<file path="src/rtl/ddr3_test_pkg.sv">
// rtl/ddr3_test_pkg.sv - shared state encoding, fail codes and pattern function for the DDR3 self-test
package ddr3_test_pkg;

    typedef enum logic [2:0] {
        ST_IDLE     = 3'd0,
        ST_WAIT_CAL = 3'd1,
        ST_WRITE    = 3'd2,
        ST_SETTLE   = 3'd3,
        ST_READ     = 3'd4,
        ST_DRAIN    = 3'd5,
        ST_DONE     = 3'd6
    } state_t;

    localparam logic [1:0] FAIL_NONE     = 2'd0;
    localparam logic [1:0] FAIL_MISMATCH = 2'd1;
    localparam logic [1:0] FAIL_TIMEOUT  = 2'd2;
    localparam logic [1:0] FAIL_CALIB    = 2'd3;

    // Test pattern word for a given index and pass; callers truncate to the data width,
    // which gives the modulo-2^DATA_W wrap.
    function automatic logic [31:0] expected(input logic [31:0] idx, input logic [31:0] pass_num);
        return idx + pass_num;
    endfunction

endpackage

</file>
<file path="src/rtl/ddr3_test_checker.sv">
// rtl/ddr3_test_checker.sv - read-data compare pipeline with error counter and first-error index
//
// Ports:
//   clk, rst_n     clock, asynchronous active-low reset
//   clear          new test accepted: zero err_cnt and first_err_idx
//   flush          pass aborted: drop the compare launched this cycle
//   rd_en, rd_idx  read strobe and its word index within the pass
//   pass_cnt       current pass number (pattern offset)
//   rd_data        read FIFO data, valid the cycle after rd_en
//   mismatch       compare this cycle failed
//   err_cnt        saturating mismatch count
//   first_err_idx  word index of the first mismatch of the test
module ddr3_test_checker
    import ddr3_test_pkg::*;
#(
    parameter int DATA_W = 16,
    parameter int IDX_W  = 11,
    parameter int ERR_W  = 16
) (
    input  logic              clk,
    input  logic              rst_n,
    input  logic              clear,
    input  logic              flush,
    input  logic              rd_en,
    input  logic [IDX_W-1:0]  rd_idx,
    input  logic [31:0]       pass_cnt,
    input  logic [DATA_W-1:0] rd_data,
    output logic              mismatch,
    output logic [ERR_W-1:0]  err_cnt,
    output logic [15:0]       first_err_idx
);

    logic              chk_vld;
    logic [IDX_W-1:0]  chk_idx;
    logic [DATA_W-1:0] chk_exp;

    // The expected word is captured alongside the strobe so the compare stage needs no
    // arithmetic and is immune to pass_cnt changing after the last read of a pass.
    assign mismatch = chk_vld & (rd_data != chk_exp);

    always_ff @(posedge clk or negedge rst_n) begin
        if (!rst_n) begin
            chk_vld       <= 1'b0;
            chk_idx       <= '0;
            chk_exp       <= '0;
            err_cnt       <= '0;
            first_err_idx <= '0;
        end else begin
            chk_vld <= rd_en & ~flush;
            if (rd_en) begin
                chk_idx <= rd_idx;
                chk_exp <= DATA_W'(expected(32'(rd_idx), pass_cnt));
            end
            if (clear) begin
                err_cnt       <= '0;
                first_err_idx <= '0;
            end else if (mismatch) begin
                if (err_cnt != '1)
                    err_cnt <= err_cnt + 1'b1;
                // err_cnt saturates instead of wrapping, so zero means no error yet this test
                if (err_cnt == '0)
                    first_err_idx <= 16'(chk_idx);
            end
        end
    end

endmodule

</file>
<file path="src/rtl/ddr3_selftest_ctrl.sv">
// rtl/ddr3_selftest_ctrl.sv - DDR3 write/read-back self-test sequencer over the user FIFOs
//
// Ports:
//   clk, rst_n            clock (FIFO user clock), asynchronous active-low reset
//   calib_done            DDR3 calibration complete
//   start                 1-cycle pulse, accepted only in IDLE/DONE
//   wr_en, wr_data        write FIFO strobe (combinational) and data (registered)
//   wr_full               write FIFO full
//   rd_mem_enable         lets the DDR3 read side fill the read FIFO (READ/DRAIN)
//   rd_valid, rd_en       read FIFO not-empty and read strobe (combinational)
//   rd_data               read FIFO data, valid one cycle after rd_en
//   busy, done, pass      status; pass is valid with done
//   fail_code             0 none, 1 mismatch, 2 read timeout, 3 calibration lost
//   err_cnt               saturating mismatch count
//   first_err_idx         word index of the first mismatch
module ddr3_selftest_ctrl
    import ddr3_test_pkg::*;
#(
    parameter int DATA_W      = 16,
    parameter int TEST_LEN    = 1300,
    parameter int SETTLE_CYC  = 64,
    parameter int TIMEOUT_CYC = 65535,
    parameter int LOOPS       = 1,
    parameter int ERR_W       = 16
) (
    input  logic              clk,
    input  logic              rst_n,
    input  logic              calib_done,
    input  logic              start,
    output logic              wr_en,
    output logic [DATA_W-1:0] wr_data,
    input  logic              wr_full,
    output logic              rd_mem_enable,
    input  logic              rd_valid,
    output logic              rd_en,
    input  logic [DATA_W-1:0] rd_data,
    output logic              busy,
    output logic              done,
    output logic              pass,
    output logic [1:0]        fail_code,
    output logic [ERR_W-1:0]  err_cnt,
    output logic [15:0]       first_err_idx
);

    localparam int IDX_W = $clog2(TEST_LEN + 1);
    localparam int SET_W = $clog2(SETTLE_CYC + 2);
    localparam int TMO_W = $clog2(TIMEOUT_CYC + 1);

    localparam logic [IDX_W-1:0] LAST_IDX    = IDX_W'(TEST_LEN - 1);
    localparam logic [IDX_W-1:0] LEN_IDX     = IDX_W'(TEST_LEN);
    localparam logic [SET_W-1:0] SETTLE_LAST = SET_W'(SETTLE_CYC - 1);
    localparam logic [TMO_W-1:0] TMO_LAST    = TMO_W'(TIMEOUT_CYC - 1);

    state_t           state;
    logic [IDX_W-1:0] idx;
    logic [IDX_W-1:0] rd_idx;
    logic [31:0]      pass_cnt;
    logic [SET_W-1:0] settle_cnt;
    logic [TMO_W-1:0] tmo_cnt;
    logic [1:0]       fail_next;

    logic mismatch;
    logic start_ok;
    logic calib_lost;
    logic timed_out;
    logic more_passes;

    assign wr_en = (state == ST_WRITE) & ~wr_full;
    assign rd_en = (state == ST_READ) & rd_valid & (rd_idx < LEN_IDX);

    assign start_ok   = start & ((state == ST_IDLE) | (state == ST_DONE));
    assign calib_lost = ~calib_done & ((state == ST_WRITE) | (state == ST_SETTLE) |
                                       (state == ST_READ)  | (state == ST_DRAIN));
    // Fires on the TIMEOUT_CYC-th consecutive empty cycle since the last read.
    assign timed_out  = (state == ST_READ) & ~rd_valid & (tmo_cnt == TMO_LAST);
    // Written as pass_cnt+1 < LOOPS so LOOPS==1 does not become an unsigned compare against 0.
    assign more_passes = (32'(LOOPS) == 32'd0) || ((pass_cnt + 32'd1) < 32'(LOOPS));

    // fail_code keeps the first cause seen in a test; a compare completing in the same
    // cycle as an abort is still a real mismatch and wins.
    always_comb begin
        fail_next = fail_code;
        if (start_ok) begin
            fail_next = FAIL_NONE;
        end else if (fail_code == FAIL_NONE) begin
            if (mismatch)
                fail_next = FAIL_MISMATCH;
            else if (calib_lost)
                fail_next = FAIL_CALIB;
            else if (timed_out)
                fail_next = FAIL_TIMEOUT;
        end
    end

    always_ff @(posedge clk or negedge rst_n) begin
        if (!rst_n) begin
            state         <= ST_IDLE;
            idx           <= '0;
            rd_idx        <= '0;
            pass_cnt      <= '0;
            settle_cnt    <= '0;
            tmo_cnt       <= '0;
            wr_data       <= '0;
            rd_mem_enable <= 1'b0;
            busy          <= 1'b0;
            done          <= 1'b0;
            pass          <= 1'b0;
            fail_code     <= FAIL_NONE;
        end else begin
            fail_code <= fail_next;
            if (calib_lost || timed_out) begin
                state         <= ST_DONE;
                busy          <= 1'b0;
                done          <= 1'b1;
                pass          <= 1'b0;
                rd_mem_enable <= 1'b0;
            end else begin
                case (state)
                    ST_IDLE, ST_DONE: begin
                        if (start) begin
                            state    <= ST_WAIT_CAL;
                            busy     <= 1'b1;
                            done     <= 1'b0;
                            pass     <= 1'b0;
                            pass_cnt <= '0;
                            idx      <= '0;
                            rd_idx   <= '0;
                        end
                    end
                    ST_WAIT_CAL: begin
                        if (calib_done) begin
                            state   <= ST_WRITE;
                            wr_data <= DATA_W'(expected(32'd0, pass_cnt));
                        end
                    end
                    ST_WRITE: begin
                        // wr_data is kept one word ahead so it is ready on the next wr_en
                        if (wr_en) begin
                            wr_data <= DATA_W'(expected(32'(idx) + 32'd1, pass_cnt));
                            if (idx == LAST_IDX) begin
                                state      <= ST_SETTLE;
                                idx        <= '0;
                                settle_cnt <= '0;
                            end else begin
                                idx <= idx + 1'b1;
                            end
                        end
                    end
                    ST_SETTLE: begin
                        if (settle_cnt == SETTLE_LAST) begin
                            state         <= ST_READ;
                            rd_mem_enable <= 1'b1;
                            rd_idx        <= '0;
                            tmo_cnt       <= '0;
                        end else begin
                            settle_cnt <= settle_cnt + 1'b1;
                        end
                    end
                    ST_READ: begin
                        if (rd_en) begin
                            tmo_cnt <= '0;
                            rd_idx  <= rd_idx + 1'b1;
                            if (rd_idx == LAST_IDX)
                                state <= ST_DRAIN;
                        end else if (!rd_valid) begin
                            tmo_cnt <= tmo_cnt + 1'b1;
                        end
                    end
                    ST_DRAIN: begin
                        // the checker completes the last compare this cycle
                        rd_mem_enable <= 1'b0;
                        if (more_passes) begin
                            state    <= ST_WRITE;
                            pass_cnt <= pass_cnt + 32'd1;
                            idx      <= '0;
                            wr_data  <= DATA_W'(expected(32'd0, pass_cnt + 32'd1));
                        end else begin
                            state <= ST_DONE;
                            busy  <= 1'b0;
                            done  <= 1'b1;
                            pass  <= (fail_next == FAIL_NONE);
                        end
                    end
                    default: begin
                        state <= ST_IDLE;
                        busy  <= 1'b0;
                    end
                endcase
            end
        end
    end

    ddr3_test_checker #(
        .DATA_W (DATA_W),
        .IDX_W  (IDX_W),
        .ERR_W  (ERR_W)
    ) u_checker (
        .clk           (clk),
        .rst_n         (rst_n),
        .clear         (start_ok),
        .flush         (calib_lost | timed_out),
        .rd_en         (rd_en),
        .rd_idx        (rd_idx),
        .pass_cnt      (pass_cnt),
        .rd_data       (rd_data),
        .mismatch      (mismatch),
        .err_cnt       (err_cnt),
        .first_err_idx (first_err_idx)
    );

endmodule

</file>
<file path="config.mk">
export PLATFORM = sky130hd
export DESIGN_NAME = ddr3_selftest_ctrl
export DESIGN_NICKNAME = d
export VERILOG_FILES = /design/src/rtl/ddr3_test_pkg.sv /design/src/rtl/ddr3_test_checker.sv /design/src/rtl/ddr3_selftest_ctrl.sv
export SDC_FILE = /design/constraint.sdc
export NUM_CORES = 1
export LEC_CHECK = 0
export ABC_AREA = 0
export CORE_ASPECT_RATIO = 1.25
export CORE_MARGIN = 4
export CORE_UTILIZATION = 50
export CTS_CLUSTER_DIAMETER = 120
export CTS_CLUSTER_SIZE = 30
export DETAILED_ROUTE_END_ITERATION = 8
export GPL_TIMING_DRIVEN = 1
export PLACE_DENSITY = 0.69
export SYNTH_ARGS = -nofsm -noshare
export SYNTH_HDL_FRONTEND = slang
export SYNTH_HIERARCHICAL = 1
export SYNTH_SLANG_ARGS = --single-unit
</file>
<file path="constraint.sdc">
create_clock -name clk -period 6.07 [get_ports clk]
set_clock_uncertainty 0.05 [all_clocks]
set_input_delay 0.607 -clock clk [delete_from_list [all_inputs] [get_ports clk]]
set_output_delay 0.607 -clock clk [all_outputs]
set_load 0.02 [all_outputs]
</file>
==> results.sh <==
export IMPL_cpPeakStageDelay_ns=0.62
export IMPL_finalCritPeriodShare_pct=64.87
export IMPL_core_area_um2=19470
export IMPL_finalSetupViolCount=0
export IMPL_cts_buffer_depth=2
export IMPL_p_leak_nw=4.887
export IMPL_p_switching_w=0.001319
export IMPL_num_vias=8305
export IMPL_crit_family="simple AND/OR/NAND/NOR gates"
export IMPL_clockPowerShare_pct=31.1
export IMPL_synth_edf_count=0
export IMPL_whs_ns=0.2505
export IMPL_crit_type="reg2reg"
export IMPL_synth_top_area_share_pct=39.53
export IMPL_ir_drop_v=0.0002318
export IMPL_cts_tree="built"
export IMPL_antenna_left=0
export IMPL_antenna_found_initial=0
export IMPL_outcome="finished clean"
export IMPL_cap_viol_max_count=0
export IMPL_synth_common_cells="dfrtp_1, nor2_1, nand2_1"
export IMPL_relSlewSlack_pct=22.77
export IMPL_synth_cell_types=93
export IMPL_synth_cell_area_um2=9938
export IMPL_htree_levels=4
export IMPL_rsz0062_at_grt="false"
export IMPL_drt_total_wl_mm=24.41
export IMPL_cts_sinks=157
export IMPL_synth_area_leader_cell="dfrtp_1"
export IMPL_avgSynthCellArea_um2=9.323
export IMPL_endpoint_kind="flop"
export IMPL_crit_arrival_ns=4.19
export IMPL_grt_ovfl_total=0
export IMPL_setup_tns_ns=0
export IMPL_numCtsBuffers=17
export IMPL_ys_warnings_count=6
export IMPL_crit_fanout=16
export IMPL_drcViolationCount=0
export IMPL_power_internal_w=0.002195
export IMPL_reg2reg_depth=9
export IMPL_pwr_share_seq_pct=36.1
export IMPL_syn_instance_count=1066
export IMPL_die_h_um=165.6
export IMPL_dp_hpwl_mm=17.80
export IMPL_nNetsFinal=1171
export IMPL_use_met3_pct=3.368
export IMPL_grt_most_used_layer="met2"
export IMPL_synthTopCellsByArea="dfrtp_1, xnor2_1, ha_1, nor2_1, nand3_1"
export IMPL_avgViaCountPerCell=5.962
export IMPL_rrSetupSlack_ns=2.13
export IMPL_cp_slowest_cell="dfrtp_1"
export IMPL_place_congestion=0.9208
export IMPL_grtUsageMet1_pct=29.07
export IMPL_grt_max_degree=103
export IMPL_async_flop_share_pct=100.0
export IMPL_critPathLaunchType="flop"
export IMPL_final_layout_size_suffix_gt1_share_pct=10.64
export IMPL_holdBufCountCts=0
export IMPL_worst_pin_slew_ns=1.152
export IMPL_cp_common_cell="nor3_1"
export IMPL_crit_path_cell_trace="ha_1, nand3_2, nor3_1, mux2i_1, nand2_1, nor3_1, nand4_4, a21oi_4, mux2_2"
export IMPL_p_per_area_nw_per_um2=307.9
export IMPL_r2r_end="wr_data[9]$_DFFE_PN0P_"
export IMPL_clkLatencyLatePin_ns=0.42
export IMPL_min_period_ns=3.938
export IMPL_antenna_cells=0
export IMPL_clkSlewWorstSetupHoldPaths_ns=0.07
export IMPL_crit_buf_inv=0
export IMPL_core_rowCount=57
export IMPL_firstDrtPassIters=4
export IMPL_cp_required_ns=6.32
export IMPL_synth_ff_latch_count=157
export IMPL_first_iter_violations=476
export IMPL_ioPinCount=78
export IMPL_wl_per_cell_um=17.52
export IMPL_netSwitchingFraction_pct=37.53
export IMPL_io_buffers=72
export IMPL_die_area_um2=22210
export IMPL_cts_setup_buffers=0
export IMPL_p_comb_share_pct=32.8
export IMPL_die_x_um=134.1
export IMPL_synth_seq_area_share_pct=39.53
export IMPL_hold_path_class="in2async"
export IMPL_cts_root_buffer="clkbuf_16"
export IMPL_cts_resized=0
export IMPL_grtUsageTotal_pct=22.14
export IMPL_start_util_pct=51.04
export IMPL_met2_usage_pct=37.98
export IMPL_areaGrowthSynthToFinish_pct=14.84
export IMPL_final_hold_viol_count=0
export IMPL_slew_violations=0
export IMPL_synth_flop_cell="dfrtp_1"
export IMPL_fmax_mhz=254.0
export IMPL_grt_pass1_wl_mm=40.21
export IMPL_reg2reg_from="pass_cnt[1]$_DFFE_PN0P_"
export IMPL_grt_pass1_vias=7840
export IMPL_synth_most_common_cell="dfrtp_1"
==> worst register-to-register path: stages (launching register included) <==
cell and delay (ns):
dfrtp_1 0.62, ha_1 0.35, nand3_2 0.18, nor3_1 0.43, mux2i_1 0.32, nand2_1 0.09, nor3_1 0.51, nand4_4 0.24
a21oi_4 0.62, mux2_2 0.42
==> layout by cell type (no fill, tap or decap), drive strengths merged, types with 5 or more instances in the layout <==
cell type and count:
a211oi 7, buf 11, a21oi 43, nand2 82
nor3 23, nand4 27, xnor2 48, o221ai 5
nor3b 5, nor4 17, o21a 9, dfrtp 157
nand3 65, a21o 14, inv 36, and4 9
a21boi 29, or3 13, and3 22, or2 12
nand2b 9, clkdlybuf4s50 71, ha 32, nor4b 9
xor2 12, nor2b 9, mux2i 23, conb 5
a31oi 6, and2 8, o21ai 66, o31ai 21
mux2 37, nor2 92, clkbuf 19
==> area by class of cell <==
class | count | area, µm²
Clock buffer | 19 | 452.9
Multi-Input combinational cell | 826 | 5635
Sequential cell | 157 | 3929
Clock inverter | 13 | 151.4
Fill cell | 1704 | 8056
Timing Repair Buffer | 82 | 797.0
Tap cell | 265 | 331.6
Inverter | 31 | 116.4
==> worst max-delay path by stage <==
stage	startpoint	endpoint	cells past startpoint
after CTS	pass_cnt[1]$_DFFE_PN0P_	wr_data[9]$_DFFE_PN0P_	9
after global placement	rd_valid	idx[1]$_DFFE_PN0P_	10
final	pass_cnt[1]$_DFFE_PN0P_	wr_data[9]$_DFFE_PN0P_	9
after global routing	pass_cnt[1]$_DFFE_PN0P_	wr_data[9]$_DFFE_PN0P_	9
after detailed placement	pass_cnt[1]$_DFFE_PN0P_	wr_data[9]$_DFFE_PN0P_	9
after floorplan	pass_cnt[1]$_DFFE_PN0P_	wr_data[12]$_DFFE_PN0P_	10
==> registers in the layout (all words and copies together), names as in the netlist, 7 cells and up <==
signal                   count
pass_cnt                    32
tmo_cnt                     16
u_checker/chk_exp           16
u_checker/err_cnt           16
wr_data                     16
idx                         11
rd_idx                      11
u_checker/chk_idx           11
u_checker/first_err_idx     11
settle_cnt                   7
==> metal layers <==
metal / share of wire [%] / up-vias / routed length, µm
met2: 50 / 212 / 12120
met4: 1.6 / 0 / 395
li1: - / 4022 / -
met5: 0 / - / 0
met3: 4.5 / 38 / 1094
met1: 44 / 4033 / 10800
==> power by group through the flow <==
stage | combinational (W) | sequential, W | clock, W
2_1_floorplan | 0.000815 | 0.00126 | 0
3_3_place_gp | 0.00114 | 0.00128 | 0
3_5_place_dp | 0.00115 | 0.00129 | 0
4_1_cts | 0.00116 | 0.00127 | 0.00111
5_1_grt | 0.00128 | 0.00129 | 0.00117
6_report | 0.00115 | 0.00127 | 0.00109
==> kinds of logic after synthesis <==
family	count (synthesis)	synth area share, %
AO/OA/AOI/OAI	255	17.94
XOR/XNOR	60	5.288
adder cells (fa/ha/maj)	34	4.432
buffers and inverters	87	3.966
flip-flops	157	39.53
multiplexers	60	6.849
other	1	0.03773
AND/OR/NAND/NOR	412	21.96
==> stage by stage <==
step / power [W] / setup WS [ns] / std cells / utilization (%) / cell area, µm²
2_1_floorplan: 0.002078 / 2.914 / 1070 / - / 9953
3_3_place_gp: 0.002423 / 2.357 / 1361 / 55.52 / 10810
3_5_place_dp: 0.002434 / 2.210 / 1361 / 55.52 / 10810
4_1_cts: 0.003536 / 2.181 / 1393 / 58.62 / 11410
5_1_grt: 0.003738 / 1.898 / 1393 / 58.62 / 11410
6_report: 0.003514 / 2.132 / 1393 / 58.62 / 11410
Note: power is estimated with default switching activity, not from simulation.
